$ cat src/rtl/step_ctrl_gen_if.sv
// Driver-side bundle for step_ctrl_gen: controls in, coil pins and status out.
// HALF exists only when STEP_HALF_EN is defined.
interface step_ctrl_gen_if #(
  parameter int DIV_W = 16,
  parameter int CNT_W = 8
);
  logic             EN;
  logic [DIV_W-1:0] DIV;
  logic             SENSE;
  logic             OPP;
`ifdef STEP_HALF_EN
  logic             HALF;
`endif
  logic             STEP_A;
  logic             STEP_B;
  logic             STEP_AN;
  logic             STEP_BN;
  logic             DIR;
  logic             STEP_PULSE;
  logic [CNT_W-1:0] SENSE_CNT;

  modport master (
    output EN, DIV, SENSE, OPP,
`ifdef STEP_HALF_EN
    output HALF,
`endif
    input  STEP_A, STEP_B, STEP_AN, STEP_BN,
    input  DIR, STEP_PULSE, SENSE_CNT
  );

  modport slave (
    input  EN, DIV, SENSE, OPP,
`ifdef STEP_HALF_EN
    input  HALF,
`endif
    output STEP_A, STEP_B, STEP_AN, STEP_BN,
    output DIR, STEP_PULSE, SENSE_CNT
  );
endinterface

$ cat src/rtl/step_ctrl_gen.sv
// Two-phase bipolar stepper phase generator with rate divider and auto-reversal.
// Define STEP_HALF_EN to add the HALF input and the 8-entry half-step table.
module step_ctrl_gen #(
  parameter int DIV_W     = 16,
  parameter int REV_LIMIT = 6,
  parameter int CNT_W     = 8
) (
  input  logic           CLK,
  input  logic           RESETN,
  step_ctrl_gen_if.slave bus
);

`ifdef STEP_HALF_EN
  localparam int IDX_W = 3;
`else
  localparam int IDX_W = 2;
`endif

  localparam logic [CNT_W-1:0] CNT_LAST =
    CNT_W'((REV_LIMIT > 0) ? REV_LIMIT - 1 : 0);
  localparam logic [CNT_W-1:0] CNT_MAX = '1;

  logic             sense_s1_q, sense_s1_d;
  logic             sense_s2_q, sense_s2_d;
  logic             sense_d3_q, sense_d3_d;
  logic             opp_s1_q, opp_s1_d;
  logic             opp_s2_q, opp_s2_d;
  logic             opp_d3_q, opp_d3_d;
  logic [DIV_W-1:0] timer_q, timer_d;
  logic [IDX_W-1:0] idx_q, idx_d;
  logic [3:0]       pat_q, pat_d;
  logic             pulse_q, pulse_d;
  logic             started_q, started_d;
  logic             dir_q, dir_d;
  logic [CNT_W-1:0] cnt_q, cnt_d;

  logic             sense_rise;
  logic             opp_edge;
  logic             tick;
  logic [IDX_W-1:0] step;

  function automatic logic [3:0] pat_lut(
    input logic [IDX_W-1:0] i
  );
    logic [3:0] p;
    p = 4'b0000;
`ifdef STEP_HALF_EN
    unique case (i)
      3'd0: p = 4'b1001;
      3'd1: p = 4'b1000;
      3'd2: p = 4'b1100;
      3'd3: p = 4'b0100;
      3'd4: p = 4'b0110;
      3'd5: p = 4'b0010;
      3'd6: p = 4'b0011;
      3'd7: p = 4'b0001;
      default: p = 4'b0000;
    endcase
`else
    unique case (i)
      2'd0: p = 4'b1001;
      2'd1: p = 4'b1100;
      2'd2: p = 4'b0110;
      2'd3: p = 4'b0011;
      default: p = 4'b0000;
    endcase
`endif
    return p;
  endfunction

  always_comb begin
    sense_s1_d = bus.SENSE;
    sense_s2_d = sense_s1_q;
    sense_d3_d = sense_s2_q;
    opp_s1_d   = bus.OPP;
    opp_s2_d   = opp_s1_q;
    opp_d3_d   = opp_s2_q;
    sense_rise = sense_s2_q & ~sense_d3_q;
    opp_edge   = opp_s2_q ^ opp_d3_q;
  end

  // >= rather than == so a DIV lowered below the running count ticks at once
  always_comb begin
    tick    = 1'b0;
    timer_d = timer_q;
    if (!bus.EN) begin
      timer_d = '0;
    end else if (timer_q >= bus.DIV) begin
      tick    = 1'b1;
      timer_d = '0;
    end else begin
      timer_d = timer_q + DIV_W'(1);
    end
  end

  // Half mode leaves an odd index with a single step to realign on full steps
  always_comb begin
`ifdef STEP_HALF_EN
    step = (bus.HALF || idx_q[0]) ? 3'd1 : 3'd2;
`else
    step = 2'd1;
`endif
  end

  always_comb begin
    idx_d     = idx_q;
    pat_d     = pat_q;
    pulse_d   = 1'b0;
    started_d = started_q;
    if (tick) begin
      pulse_d   = 1'b1;
      started_d = 1'b1;
      if (started_q) begin
        idx_d = dir_q ? idx_q + step : idx_q - step;
      end
      pat_d = pat_lut(idx_d);
    end
  end

  always_comb begin
    dir_d = dir_q;
    cnt_d = cnt_q;
    if (opp_edge) begin
      dir_d = ~dir_q;
      cnt_d = '0;
    end else if (sense_rise) begin
      if (REV_LIMIT != 0 && cnt_q == CNT_LAST) begin
        dir_d = ~dir_q;
        cnt_d = '0;
      end else if (cnt_q != CNT_MAX) begin
        cnt_d = cnt_q + CNT_W'(1);
      end
    end
  end

  // Sync chain reloads live levels in reset so release shows no false edge
  always_ff @(posedge CLK) begin
    if (!RESETN) begin
      sense_s1_q <= bus.SENSE;
      sense_s2_q <= bus.SENSE;
      sense_d3_q <= bus.SENSE;
      opp_s1_q   <= bus.OPP;
      opp_s2_q   <= bus.OPP;
      opp_d3_q   <= bus.OPP;
      timer_q    <= '0;
      idx_q      <= '0;
      pat_q      <= 4'b0000;
      pulse_q    <= 1'b0;
      started_q  <= 1'b0;
      dir_q      <= 1'b0;
      cnt_q      <= '0;
    end else begin
      sense_s1_q <= sense_s1_d;
      sense_s2_q <= sense_s2_d;
      sense_d3_q <= sense_d3_d;
      opp_s1_q   <= opp_s1_d;
      opp_s2_q   <= opp_s2_d;
      opp_d3_q   <= opp_d3_d;
      timer_q    <= timer_d;
      idx_q      <= idx_d;
      pat_q      <= pat_d;
      pulse_q    <= pulse_d;
      started_q  <= started_d;
      dir_q      <= dir_d;
      cnt_q      <= cnt_d;
    end
  end

  assign bus.STEP_A     = pat_q[3];
  assign bus.STEP_B     = pat_q[2];
  assign bus.STEP_AN    = pat_q[1];
  assign bus.STEP_BN    = pat_q[0];
  assign bus.DIR        = dir_q;
  assign bus.STEP_PULSE = pulse_q;
  assign bus.SENSE_CNT  = cnt_q;

endmodule

$ cat src/flat_wrapper.sv
// flat-port wrapper written by rule: the top's interface ports become plain ports
module step_ctrl_gen_flat 
#(
  parameter int DIV_W     = 16,
  parameter int REV_LIMIT = 6,
  parameter int CNT_W     = 8
)
  (CLK, RESETN, bus_EN, bus_DIV, bus_SENSE, bus_OPP, bus_STEP_A, bus_STEP_B, bus_STEP_AN, bus_STEP_BN, bus_DIR, bus_STEP_PULSE, bus_SENSE_CNT);
  step_ctrl_gen_if #(.DIV_W(DIV_W), .CNT_W(CNT_W)) bus_i ();
  input  logic CLK;
  input  logic RESETN;
  input wire logic [$bits(bus_i.EN)-1:0] bus_EN;
  input wire logic [$bits(bus_i.DIV)-1:0] bus_DIV;
  input wire logic [$bits(bus_i.SENSE)-1:0] bus_SENSE;
  input wire logic [$bits(bus_i.OPP)-1:0] bus_OPP;
  output wire logic [$bits(bus_i.STEP_A)-1:0] bus_STEP_A;
  output wire logic [$bits(bus_i.STEP_B)-1:0] bus_STEP_B;
  output wire logic [$bits(bus_i.STEP_AN)-1:0] bus_STEP_AN;
  output wire logic [$bits(bus_i.STEP_BN)-1:0] bus_STEP_BN;
  output wire logic [$bits(bus_i.DIR)-1:0] bus_DIR;
  output wire logic [$bits(bus_i.STEP_PULSE)-1:0] bus_STEP_PULSE;
  output wire logic [$bits(bus_i.SENSE_CNT)-1:0] bus_SENSE_CNT;
  assign bus_i.EN = bus_EN;
  assign bus_i.DIV = bus_DIV;
  assign bus_i.SENSE = bus_SENSE;
  assign bus_i.OPP = bus_OPP;
  assign bus_STEP_A = bus_i.STEP_A;
  assign bus_STEP_B = bus_i.STEP_B;
  assign bus_STEP_AN = bus_i.STEP_AN;
  assign bus_STEP_BN = bus_i.STEP_BN;
  assign bus_DIR = bus_i.DIR;
  assign bus_STEP_PULSE = bus_i.STEP_PULSE;
  assign bus_SENSE_CNT = bus_i.SENSE_CNT;
  step_ctrl_gen #(.DIV_W(DIV_W), .REV_LIMIT(REV_LIMIT), .CNT_W(CNT_W)) u_core (.CLK(CLK), .RESETN(RESETN), .bus(bus_i));
endmodule
$ cat config.mk
export PLATFORM = sky130hd
export DESIGN_NAME = step_ctrl_gen_flat
export DESIGN_NICKNAME = d
export VERILOG_FILES = /design/src/rtl/step_ctrl_gen_if.sv /design/src/rtl/step_ctrl_gen.sv /design/src/flat_wrapper.sv
export SDC_FILE = /design/constraint.sdc
export NUM_CORES = 1
export LEC_CHECK = 0
export ABC_AREA = 1
export BUFFER_PORTS_ARGS = -buffer_cell sky130_fd_sc_hd__buf_2
export CAP_MARGIN = 20
export CORE_MARGIN = 10
export CORE_UTILIZATION = 61
export CTS_CLUSTER_SIZE = 28
export DETAILED_ROUTE_END_ITERATION = 10
export GPL_TIMING_DRIVEN = 0
export HOLD_SLACK_MARGIN = 0.08
export PLACE_DENSITY = 0.84
export SYNTH_ARGS = -nofsm -noshare
export SYNTH_HDL_FRONTEND = slang
export SYNTH_SLANG_ARGS = --single-unit
$ cat constraint.sdc
create_clock -name CLK -period 3.6 [get_ports CLK]
set_clock_uncertainty 0.2 [all_clocks]
set_input_delay 0.18 -clock CLK [delete_from_list [all_inputs] [get_ports CLK]]
set_output_delay 0.18 -clock CLK [all_outputs]
set_load 0.01 [all_outputs]
# Word level (Yosys, flattened, before mapping)
# Cells that the tools add are included.
[word_totals]
register_bits = 39
input_bits = 21
out_inout_bits = 14
wordCells = 53
[op_classes]
add_sub_neg = 4
magnitude_cmp = 1
eq_ne = 5
muxes = 16
bitwise_logic = 6
reduce_logical = 8
[ops]
columns = ["operator", "n"]
rows = [
  ["$add A16 B1 Y16 const B", 1],
  ["$ge A16 B16 Y1", 1],
  ["$mux W8", 2],
  ["$pmux W4 S4", 1],
  ["$mux W1", 10],
  ["$add A8 B1 Y8 const B", 1],
  ["$eq A8 B3 Y1 const B", 1],
  ["$ne A8 B8 Y1 const B", 1],
  ["$mux W2", 3],
  ["$reduce_bool A2 Y1", 3],
  ["$eq A2 B2 Y1 const B", 2],
  ["$not A1 Y1", 4],
  ["$reduce_and A2 Y1", 2],
  ["$reduce_or A3 Y1", 1],
  ["$add A2 B1 Y2 const B", 1],
  ["$eq A2 B1 Y1 const B", 1],
  ["$logic_not A2 Y1", 1],
  ["$reduce_or A2 Y1", 1],
  ["$sub A2 B1 Y2 const B", 1],
  ["$and A1 B1 Y1", 1],
  ["$xor A1 B1 Y1", 1],
]

# Longest topological paths before layout
# Gate-level depths: netlist of the first run.
[depth]
depth_word = 6
ltp_mapped = 14
depth_no_buf = 14

# Worst setup path after synthesis of the first run
# Ideal clock, no wire load.
[synth_timing]
kind = "reg2reg"
from = "register u_core.timer_q[6]"
to = "register u_core.timer_q[0]"
setup_ps = 64
arrival_time_ps = 1526
t_required_ps = 3336
setup_slack_ps = 1810
stages_incl_launch_ff = 12
n_path_buf = 1
synth_period_minus_slack_ps = 1790
path_cell_list = "dfxtp_1 ha_1 nand2_1 inv_1 nand2_1 nand2_1 nor2_1 nand2_1 nand2_1 nand4_2 buf_2 nor2_1"
[synth_via]
elab_chain_cells = 2
[synth_lines]
columns = ["element", "line", "source"]
rows = [
  ["start, declared", "step_ctrl_gen.sv:29", "logic [DIV_W-1:0] timer_q, timer_d;"],
  ["start signal, assigned", "step_ctrl_gen.sv:159", "timer_q <= timer_d;"],
  ["$ge A16 B16 Y1", "step_ctrl_gen.sv:88", "end else if (timer_q >= bus.DIV) begin"],
  ["$reduce_or A3 Y1 (no line)", "n/a", ""],
]
# Every way passes these cells.
# A chain may end at the register's enable or synchronous reset.

# Worst setup path in the final report of the first run
[layout_timing]
from = "register u_core.timer_q[6]"
to = "register u_core.timer_q[5]"
# The elaborated chain is that of the path after synthesis.

==> flow_summary.toml, run 1 <==
[run_status]
status = "finished, final reports clean"

[layout]
final_common_cell = "nand2_1"
fin_util = 0.7492
nNetsFinal = 384
final_cell_mix = "64 x nand2_1, 45 x inv_1, 39 x dfxtp_1"
n_antenna_cell = 0
syn2layout_area_growth_pct = 15.27
fin_cells = 387
stdcell_area_um2 = 2579
nFillCells = 288
drive_gt1_frac = 0.1848

[logic_synthesis]
synth_ff_type = "dfxtp_1"
synth-compound-area-share = 0.07942
synthXorXnorAreaFrac = 0.05481
synth-async-reset-ratio = 0
synthMuxAreaShare = 0
synth_cell_types = 31
synth_edf_count = 0
synthAdderAreaFrac = 0.1286
netlist_instances = 297
syn-num-nets = 341
synthSimpleGateAreaFrac = 0.2987
ys_seq_elements = 39
synth_top_family_by_area = "simple AND/OR/NAND/NOR gates"
syn_area_um2 = 2237
ys_warn_count = 0
syn_area_per_cell_um2 = 7.532
seq_area_frac_synth = 0.3490

[placement]
port_buffers = 33
place_congestion = 0.8504
dpl_cell_area_um2 = 2460
dp_cells = 376
dp_hpwl_um = 3463
dp_slack_ps = 1531

[worst_setup_path]
critPathCaptureType = "flop"
path_class = "reg -> reg"
slowest_stage = "dfxtp_1"
timing.rr.start = "u_core.timer_q[6]$_SDFF_PP0_"
critPathArrivalTime_ps = 2120
path_common_cell = "nand2_1"
cp-start-kind = "flop"
slowest_delay_ps = 490
path_cells = "ha_1, nand2_1, inv_1, nand2_1, nand2_1, nor2_1, nand2_1, nand2_1, nand4_2, buf_2, nor2_1"
cp_num_buf_inv = 2
critical-path-top-delay-family = "simple AND/OR/NAND/NOR gates"
crit_start = "u_core.timer_q[6]$_SDFF_PP0_"
worstPathMaxFanout = 10
cp.required_ps = 3630

[power_and_ir_drop]
pwr-share-clk = 0.356
power.switching_w = 0.0002075
irDropWorstVdd_uv = 296.5
power_density_nw_per_um2 = 315.6
combPwrFrac = 0.096
sw_frac_of_total = 0.2549
p_int_w = 0.0006064
sequentialPowerShare = 0.548
leakage_nw = 1.228

[routing]
drt_pass1_iterations = 5
drt-initial-drc-count = 122
vias_per_cell = 5.008
wl_per_cell_um = 11.44
ant_nets = 0
finalWirelength_um = 4428
drc = 0
vias = 1938

[global_routing]
antenna_found_initial = 0
track_usage = 0.1456
grt_pass1_wl_um = 7845
grt_max_degree = 14
grt_overflow = 0
grt_pass1_vias = 1878

[sta]
fmax_mhz = 478.2
setup_ws_ps = 1509
finalSetupTns_ps = 0
finalHoldViolations = 0
rsz0062_at_grt = "no"
setup_viol = 0
period_minus_slack_ps = 2091
slew-limit-headroom = 0.6209
tightestPinTransition_ps = 564.3
finalMaxSlewViolations = 0
finalCritPeriodShare = 0.5808

[worst_hold_path]
holdCritPathClass = "in -> reg"
min_from = "bus_EN"

[clocking]
cts_root_buf = "clkbuf_8"
cts_tree = "built"
clock_sink_count = 39
cts.path.max_buffers = 2
clock_latency_ps = 290
cts_buffers = 5
h-tree-depth = 2
cts_resized = 0
path_clk_slew_ps = 80

[die]
die_x_um = 80.56
pin_count = 35
core-area_um2 = 3442
die_h_um = 80.56
rows = 21
die-area_um2 = 6490
start_util = 0.6499

[run]
cap_violations = 0
power groups by stage:
stage	combinational (W)	clock [W]	sequential (W)
after floorplan	0.0000489	0	0.000457
after detailed placement	0.0000758	0	0.000456
final	0.0000783	0.000290	0.000446
after CTS	0.0000786	0.000297	0.000446
after global placement	0.0000731	0	0.000455
after global routing	0.0000912	0.000314	0.000447
final timing paths:
kind,to,slack (ps),depth (start not counted)
setup / recovery,u_core.timer_q[5]$_SDFF_PP0_,1510,11
hold / removal,u_core.idx_q[0]$_SDFFE_PN0P_,130,3
setup reg to reg,u_core.timer_q[5]$_SDFF_PP0_,1510,11
hold reg to reg,u_core.sense_d3_d$_DFF_P_,230,2
registers in the layout, summed over array words and instances, names as in the netlist:
signal	count
u_core.opp_d3_q	1
u_core.sense_s1_q	1
u_core.opp_s1_q	1
u_core.opp_d3_d	1
u_core.sense_d3_q	1
u_core.sense_d3_d	1
u_core.pat_q	4
u_core.bus.DIR	1
u_core.started_q	1
u_core.bus.STEP_PULSE	1
u_core.idx_q	2
u_core.timer_q	16
u_core.bus.SENSE_CNT	8
tightest hold or removal path: cells and delay by family:
| kind | cells | cell delay (ps) |
|---|---|---|
| compound gates | 1 | 60 |
| buf+inv | 1 | 200 |
| simple gates | 1 | 140 |
stage by stage:
step | hold slack, ps | power [W]
after detailed placement | 99.14 | 0.0005315
final | 134.1 | 0.0008139
after global placement | 97.29 | 0.0005285
after CTS | 128.3 | 0.0008215
after floorplan | 7.717 | 0.0005055
after global routing | 167.8 | 0.0008517
per-layer routing:
metal,up-vias,global-route usage,wire length (um)
met5,-,0,0
met4,0,0.04930,75
met3,10,0.04343,185
met2,27,0.2572,2171
met1,868,0.1609,1996
li1,1033,-,-
synthesized netlist by cell type (all sizes together) (2+ instances only):
| master | number | area (um^2) |
|---|---|---|
| xor2 | 9 | 78.83 |
| nor2 | 34 | 160.2 |
| nor3 | 7 | 40.04 |
| o21ai | 6 | 30.03 |
| nand2 | 66 | 252.7 |
| xnor2 | 5 | 43.79 |
| inv | 47 | 176.4 |
| clkbuf | 2 | 7.510 |
| nand4 | 5 | 52.55 |
| nand3 | 20 | 115.1 |
| or2 | 2 | 12.52 |
| buf | 2 | 16.26 |
| dfxtp | 39 | 780.8 |
| ha | 23 | 287.8 |
| nor4 | 2 | 27.53 |
| a21oi | 26 | 141.4 |
final cells by class:
type                    count  area [um^2]  area share
plain buffers               4        23.77    0.009219
clock buffers               5        68.82     0.02669
clock inverters             3        20.02    0.007763
inverters                  47        176.4     0.06841
multi-input cells         207         1256      0.4871
flip-flops and latches     39        780.7      0.3028
well taps                  46        57.56     0.02232
repair buffers             36        195.2     0.07569
cells by family after synthesis:
logic type / count (synthesis)
adder cells (fa/ha/maj): 23
flip-flops: 39
XOR/XNOR: 14
AND/OR/NAND/NOR: 137
AO/OA/AOI/OAI: 33
buffers and inverters: 51
what timing repair did:
item,CTS,global route
setup buffers,0,0
hold buffers,3,0
endpoints found under the hold margin,10,0
Note: power is estimated with default switching activity, not from simulation.
==> inputs of run 2 (changes only) <==
--- a/config.mk
+++ b/config.mk
@@ -5,16 +5,16 @@
 export SDC_FILE = /design/constraint.sdc
 export NUM_CORES = 1
 export LEC_CHECK = 0
-export ABC_AREA = 1
+export ABC_AREA = 0
 export BUFFER_PORTS_ARGS = -buffer_cell sky130_fd_sc_hd__buf_2
 export CAP_MARGIN = 20
 export CORE_MARGIN = 10
-export CORE_UTILIZATION = 61
+export CORE_UTILIZATION = 56
 export CTS_CLUSTER_SIZE = 28
 export DETAILED_ROUTE_END_ITERATION = 10
 export GPL_TIMING_DRIVEN = 0
 export HOLD_SLACK_MARGIN = 0.08
-export PLACE_DENSITY = 0.84
+export PLACE_DENSITY = 0.78
 export SYNTH_ARGS = -nofsm -noshare
 export SYNTH_HDL_FRONTEND = slang
 export SYNTH_SLANG_ARGS = --single-unit
==> constraint.sdc (replaced) <==
create_clock -name CLK -period 2.1 [get_ports CLK]
set_clock_uncertainty 0.2 [all_clocks]
set_input_delay 0.105 -clock CLK [delete_from_list [all_inputs] [get_ports CLK]]
set_output_delay 0.105 -clock CLK [all_outputs]
set_load 0.01 [all_outputs]
==> run 2 against run 1 <==
Effect of this change:
- fmax decreased by 7.6%
- clock power grew 91%
- setup slack worse by 1700 ps
- global-route usage increased by 0.85 points
- the run now ends with negative setup slack left
- via count fell by 1.6%
- sequential cell count unchanged
- highest routed layer unchanged
- synthesized cell count is 17% lower
- non-clock buffer count grew 20
- die area increased by 2.4%
- largest power group unchanged
==> flow_summary.toml, run 2 <==
[run_status]
status = "finished, violations left"
violations = "negative setup slack"

[logic_synthesis]
synth-async-reset-ratio = 0
yosys.area.top_type = "dfxtp_1"
yosysMostFrequentCell = "dfxtp_1"
ys_seq_elements = 39
synth_edf_count = 0
synth_cell_types = 33
netlist_instances = 246
syn_area_um2 = 2121
ys_warn_count = 0
seq_area_frac_synth = 0.3681
synth_ff_type = "dfxtp_1"
syn_area_per_cell_um2 = 8.621
syn-num-nets = 290
yosys-top-cells-count = "39 x dfxtp_1, 32 x nor2_1, 28 x nand2_1, 24 x inv_1, 23 x ha_1"
synth.area.top_cells = "dfxtp_1 37%, ha_1 14%, xnor2_1 5.8%, nor2_1 5.7%, nand2_1 5.0%"
synth_top_area_frac = 0.3681

[routing]
wl_met3_um = 211
wl_met1_um = 2276
wl_per_cell_um = 14.58
finalWirelength_um = 5236
vias_per_cell = 5.312
drt_pass1_iterations = 4
dr.max_layer_used = "met4"
wl_met2_um = 2683
vias = 1907
drc = 0
ant_nets = 0
drt-initial-drc-count = 138

[sta]
period_minus_slack_ps = 2264
finalCritPeriodShare = 1.078
rsz0062_at_grt = "yes"
finalHoldViolations = 0
fmax_mhz = 441.7
finalSetupTns_ps = -2746
tightestPinTransition_ps = 368.5
setup_viol = 24
finalMaxSlewViolations = 0
setup_ws_ps = -163.9
slew-limit-headroom = 0.7543

[placement]
dpl_cell_area_um2 = 2365
dp_hpwl_um = 3201
place_congestion = 0.7881
port_buffers = 34

[worst_setup_path]
critPathArrivalTime_ps = 2290
slowest_stage = "or4_4"
path_cells = "ha_4, and4_4, nand2_2, or4_4, a31oi_1, mux2i_1"
critical-path-top-delay-family = "simple AND/OR/NAND/NOR gates"
path_class = "reg -> reg"
worstPathMaxFanout = 6
cp-start-kind = "flop"
cp.required_ps = 2130
cp_num_buf_inv = 0
critPathCaptureType = "flop"
slowest_delay_ps = 620

[clocking]
clock_sink_count = 39
cts_buffers = 5
path_clk_slew_ps = 80
h-tree-depth = 2
cts_root_buf = "clkbuf_8"
clock_latency_ps = 290
cts.path.max_buffers = 2
cts_tree = "built"

[layout]
fin_util = 0.7785
syn2layout_area_growth_pct = 34.40
final_cell_mix = "34 x buf_2, 30 x dfxtp_1, 27 x nand2_1"
stdcell_area_um2 = 2850
top_register = "u_core.timer_q"
largest_reg_flops = 16
final_common_cell = "buf_2"
nFillCells = 250
nNetsFinal = 354
n_antenna_cell = 0
drive_gt1_frac = 0.3312

[run]
cap_violations = 0

[power_and_ir_drop]
sequentialPowerShare = 0.513
sw_frac_of_total = 0.2392
p_int_w = 0.001135
leakage_nw = 1.234
pwr-share-clk = 0.372
power_density_nw_per_um2 = 523.4
combPwrFrac = 0.114
irDropWorstVdd_uv = 482.8
power.switching_w = 0.0003567

[die]
rows = 22
pin_count = 35
start_util = 0.5793
die_x_um = 81.54
die-area_um2 = 6649
core-area_um2 = 3661
die_h_um = 81.54

[global_routing]
grt_max_degree = 12
grt_pass1_wl_um = 8280
grt_pass1_vias = 1866
track_usage = 0.1541
grt_overflow = 0
antenna_found_initial = 0

[worst_hold_path]
holdCritPathClass = "reg -> reg"
==> run 2: cell count changes in the layout (fill, tap and decap cells not counted), sizes merged, moves of 5 or more <==
cell and change:
nand3 -9, nand2b +6, and4 +5, nand2 -38
buf +20, inv -23, a21oi -18, xnor2 +9
a31oi +5, nor3 -5
==> run 2: power groups by stage <==
stage	logic (W)	clock network (W)	registers, W
2_1_floorplan	0.0000744	0	0.000789
3_3_place_gp	0.000120	0	0.000788
3_5_place_dp	0.000123	0	0.000788
4_1_cts	0.000148	0.000554	0.000768
5_1_grt	0.000191	0.000604	0.000768
6_report	0.000171	0.000555	0.000766
==> run 2: metal layers <==
metal | GRT usage | up-vias
met2 | 0.2599 | 44
met5 | 0 | -
li1 | - | 961
met1 | 0.1832 | 895
met3 | 0.03930 | 7
met4 | 0.06055 | 0
==> run 2: what timing repair did <==
item,4_1_cts,5_1_grt
pin swaps,21,7
gates cloned,1,0
hold buffers,4,0
setup buffers,13,6
endpoints found under the hold margin,13,0
gates resized for setup,27,21
setup endpoints to repair,24,25
==> run 2: cell families (layout without fill, tap and decap cells) <==
logic type | after synthesis | after routing | share of synthesized area
and+or+nand+nor | 99 | 99 | 0.2254
DFF | 39 | 39 | 0.3681
AOI/OAI and AO/OA | 28 | 28 | 0.09144
buffers and inverters | 27 | 92 | 0.05310
xor gates and xnor gates | 26 | 26 | 0.1074
adders and majority gates | 23 | 23 | 0.1357
muxes | 4 | 4 | 0.01888
==> run 2: path summary, 6_finish.rpt <==
| path | start | end | slack, ps | cells past startpoint |
|---|---|---|---|---|
| max | u_core.timer_q[11]$_SDFF_PP0_ | u_core.idx_q[0]$_SDFFE_PN0P_ | -160 | 6 |
| min | u_core.timer_q[0]$_SDFF_PP0_ | u_core.timer_q[0]$_SDFF_PP0_ | 220 | 1 |
| max reg2reg | u_core.timer_q[11]$_SDFF_PP0_ | u_core.idx_q[0]$_SDFFE_PN0P_ | -160 | 6 |
| min reg2reg | u_core.timer_q[0]$_SDFF_PP0_ | u_core.timer_q[0]$_SDFF_PP0_ | 220 | 1 |
==> run 2: stage by stage <==
step	instances	power [W]	hold WS [ps]	setup WS [ps]
after global placement	328	0.0009072	25.70	-177.8
after CTS	353	0.001469	230.9	-130.5
after global routing	359	0.001563	232.1	-224.8
after detailed placement	328	0.0009113	28.39	-241.8
after floorplan	246	0.0008632	-67.28	4.009
final	359	0.001492	219.0	-163.9
==> run 2: layout make-up <==
type,instances,area (um^2),area share
tap,48,60.06,0.02107
inverter,24,90.09,0.03161
timing repair buffer,58,375.4,0.1317
clock buffer,8,100.1,0.03512
multi-input combinational,180,1408,0.4939
buffer,2,15.01,0.005268
sequential,39,802.0,0.2814
==> run 2: worst reg2reg max path: cells and delay by family (launching register included) <==
family          cells  cell delay [ps]
simple gates        3              910
fa+ha+maj           1              260
flops               1              360
compound gates      1              270
mux                 1              200
==> inputs of run 3 (changes only) <==
--- a/config.mk
+++ b/config.mk
@@ -12,9 +12,9 @@
 export CORE_UTILIZATION = 56
 export CTS_CLUSTER_SIZE = 28
 export DETAILED_ROUTE_END_ITERATION = 10
-export GPL_TIMING_DRIVEN = 0
 export HOLD_SLACK_MARGIN = 0.08
 export PLACE_DENSITY = 0.78
+export SKIP_LAST_GASP = 1
 export SYNTH_ARGS = -nofsm -noshare
 export SYNTH_HDL_FRONTEND = slang
 export SYNTH_SLANG_ARGS = --single-unit
==> run 3 against run 2 <==
Effect of this change:
- the flow still finishes with violations (negative setup slack)
- setup slack gained 83 ps
- critical path depth is 2 higher
- global-route usage fell by 0.16 points
- clock power up 15%
- utilization grew 0.96 points
- sequential share of layout area shrank 0.91 points
- sequential power up 0.5%
- worst hold slack better by 15 ps
- die area did not move
- critical path type unchanged
- highest routed layer unchanged
==> flow_summary.toml, run 3 (same netlist as run 2, synthesis figures left out) <==
[worst_setup_path]
slowest_stage = "or4_4"
path_cells = "inv_2, ha_4, nand2b_4, a2111oi_4, or4_4, buf_6, a31oi_4, mux2i_1"
worstPathMaxFanout = 5
critPathCaptureType = "flop"
slowest_delay_ps = 540
reg2reg_setup_slack_ps = -80
cp-start-kind = "flop"
worstReg2RegEnd = "u_core.pat_q[2]$_SDFFE_PN0P_"
path_class = "reg -> reg"
critPathArrivalTime_ps = 2210
timing.rr.start = "u_core.timer_q[0]$_SDFF_PP0_"
cp.required_ps = 2130
rr_worst_depth = 8

[layout]
syn2layout_area_growth_pct = 36.05
multiInputGateArea_um2 = 1410
seq_area_um2 = 785.8
largest_reg_flops = 16
fin_cells = 366
drive_gt1_frac = 0.2956
top_register = "u_core.timer_q"
nFillCells = 240
final_cell_mix = "35 x buf_2, 35 x dfxtp_1, 32 x nor2_1"
nNetsFinal = 361
n_antenna_cell = 0

[run]
cap_violations = 0

[routing]
drc = 0
drt_pass1_iterations = 4
vias_per_cell = 5.224
finalWirelength_um = 5012
wl_per_cell_um = 13.69
vias = 1912
ant_nets = 0
drt-initial-drc-count = 153

[sta]
finalHoldViolations = 0
rsz0062_at_grt = "yes"
setup_ws_ps = -81.02
holdWs_ps = 233.6
tightestPinTransition_ps = 308.3
finalMaxSlewViolations = 0
period_minus_slack_ps = 2181
fmax_mhz = 458.5
finalCritPeriodShare = 1.039
slew-limit-headroom = 0.7926
setup_viol = 10

[die]
rows = 22
pin_count = 35
core-area_um2 = 3661
die_h_um = 81.54
start_util = 0.5793
die_x_um = 81.54
die-area_um2 = 6649

[placement]
port_buffers = 34
dp_hpwl_um = 3458
place_congestion = 0.8172
dp_cells = 350

[clocking]
path_clk_slew_ps = 80
clock_latency_ps = 290
cts.path.max_buffers = 2
h-tree-depth = 2
clock_sink_count = 39
cts_root_buf = "clkbuf_8"
cts_tree = "built"
cts_buffers = 5

[worst_hold_path]
hold_depth = 2
min_to = "u_core.sense_d3_d$_DFF_P_"
min_from = "u_core.sense_s1_q$_DFF_P_"
holdCritPathClass = "reg -> reg"

[power_and_ir_drop]
p_total_w = 0.001575
power_density_nw_per_um2 = 545.9
leakage_nw = 1.291
irDropWorstVdd_uv = 367.1

[global_routing]
grt_pass1_vias = 1850
grt_max_degree = 18
antenna_found_initial = 0
track_usage = 0.1525
grt_pass1_wl_um = 8204
grt_overflow = 0

[run_status]
status = "finished, violations left"
violations = "negative setup slack"
## run 3: cell count changes in the layout (fill, tap and decap cells not counted), moves of 2 or more
cell      before  now
dfxtp_1       30   35
dfxtp_4        4    0
o21ai_1        0    2
buf_6          5    1
a31oi_4        1    3
clkbuf_1       2    0
o21ai_0        5    3
nor2_2        13    0
buf_4         16   26
nor2_1        18   32
a31oi_1        5    3
## run 3: critical path, delay by kind of cell, from the launching register on
kind,cells,cell delay (ps)
compound gates,2,250
fa+ha+maj,1,250
buf+inv,2,210
flops,1,350
mux,1,200
simple gates,2,660
## run 3: layout make-up
cell class | instances | area share
clock buffers | 6 | 0.02862
flip-flops and latches | 39 | 0.2723
multi-input cells | 181 | 0.4887
repair buffers | 66 | 0.1461
clock inverters | 2 | 0.01214
well taps | 48 | 0.02082
inverters | 24 | 0.03122
## run 3: worst max-delay path by stage
stage,from,end,cells past startpoint
2_1_floorplan,u_core.timer_q[0]$_SDFF_PP0_,u_core.pat_q[0]$_SDFFE_PN0P_,8
3_3_place_gp,u_core.timer_q[0]$_SDFF_PP0_,u_core.timer_q[13]$_SDFF_PP0_,8
3_5_place_dp,u_core.timer_q[0]$_SDFF_PP0_,u_core.timer_q[3]$_SDFF_PP0_,8
4_1_cts,u_core.timer_q[11]$_SDFF_PP0_,u_core.idx_q[1]$_SDFFE_PN0P_,7
5_1_grt,u_core.timer_q[0]$_SDFF_PP0_,u_core.pat_q[2]$_SDFFE_PN0P_,8
6_report,u_core.timer_q[0]$_SDFF_PP0_,u_core.pat_q[2]$_SDFFE_PN0P_,8
## run 3: repair_timing
action / in CTS / in global routing
hold buffers: 4 / 0
setup buffers: 2 / 0
cloned: 2 / 0
setup endpoints to repair: 24 / 24
resized for setup: 18 / 8
pin swaps: 4 / 5
endpoints found under the hold margin: 13 / 0
## run 3: report_power, final
part / total (W) / switching (W) / internal, W
Clock: 0.000638 / 0.000254 / 0.000384
Combinational: 0.000167 / 0.0000847 / 0.0000827
Sequential: 0.000770 / 0.0000130 / 0.000757
## run 3: per-stage QoR
stage | cell area (um^2) | TNS [ps] | util | setup slack [ps]
6_report | 2885 | -224.4 | 0.7881 | -81.02
5_1_grt | 2885 | -1440 | 0.7881 | -152.9
4_1_cts | 2838 | -149.4 | 0.7751 | -41.26
3_5_place_dp | 2526 | -2970 | 0.6900 | -169.1
3_3_place_gp | 2526 | -3927 | 0.6900 | -232.8
2_1_floorplan | 2135 | 0 | - | 4.009
## run 3: metal layers
metal,up-vias,wire [um],track usage
met5,-,0,0
met4,0,94,0.04152
met3,9,260,0.04148
met2,50,2341,0.2536
met1,877,2316,0.1894
li1,976,-,-
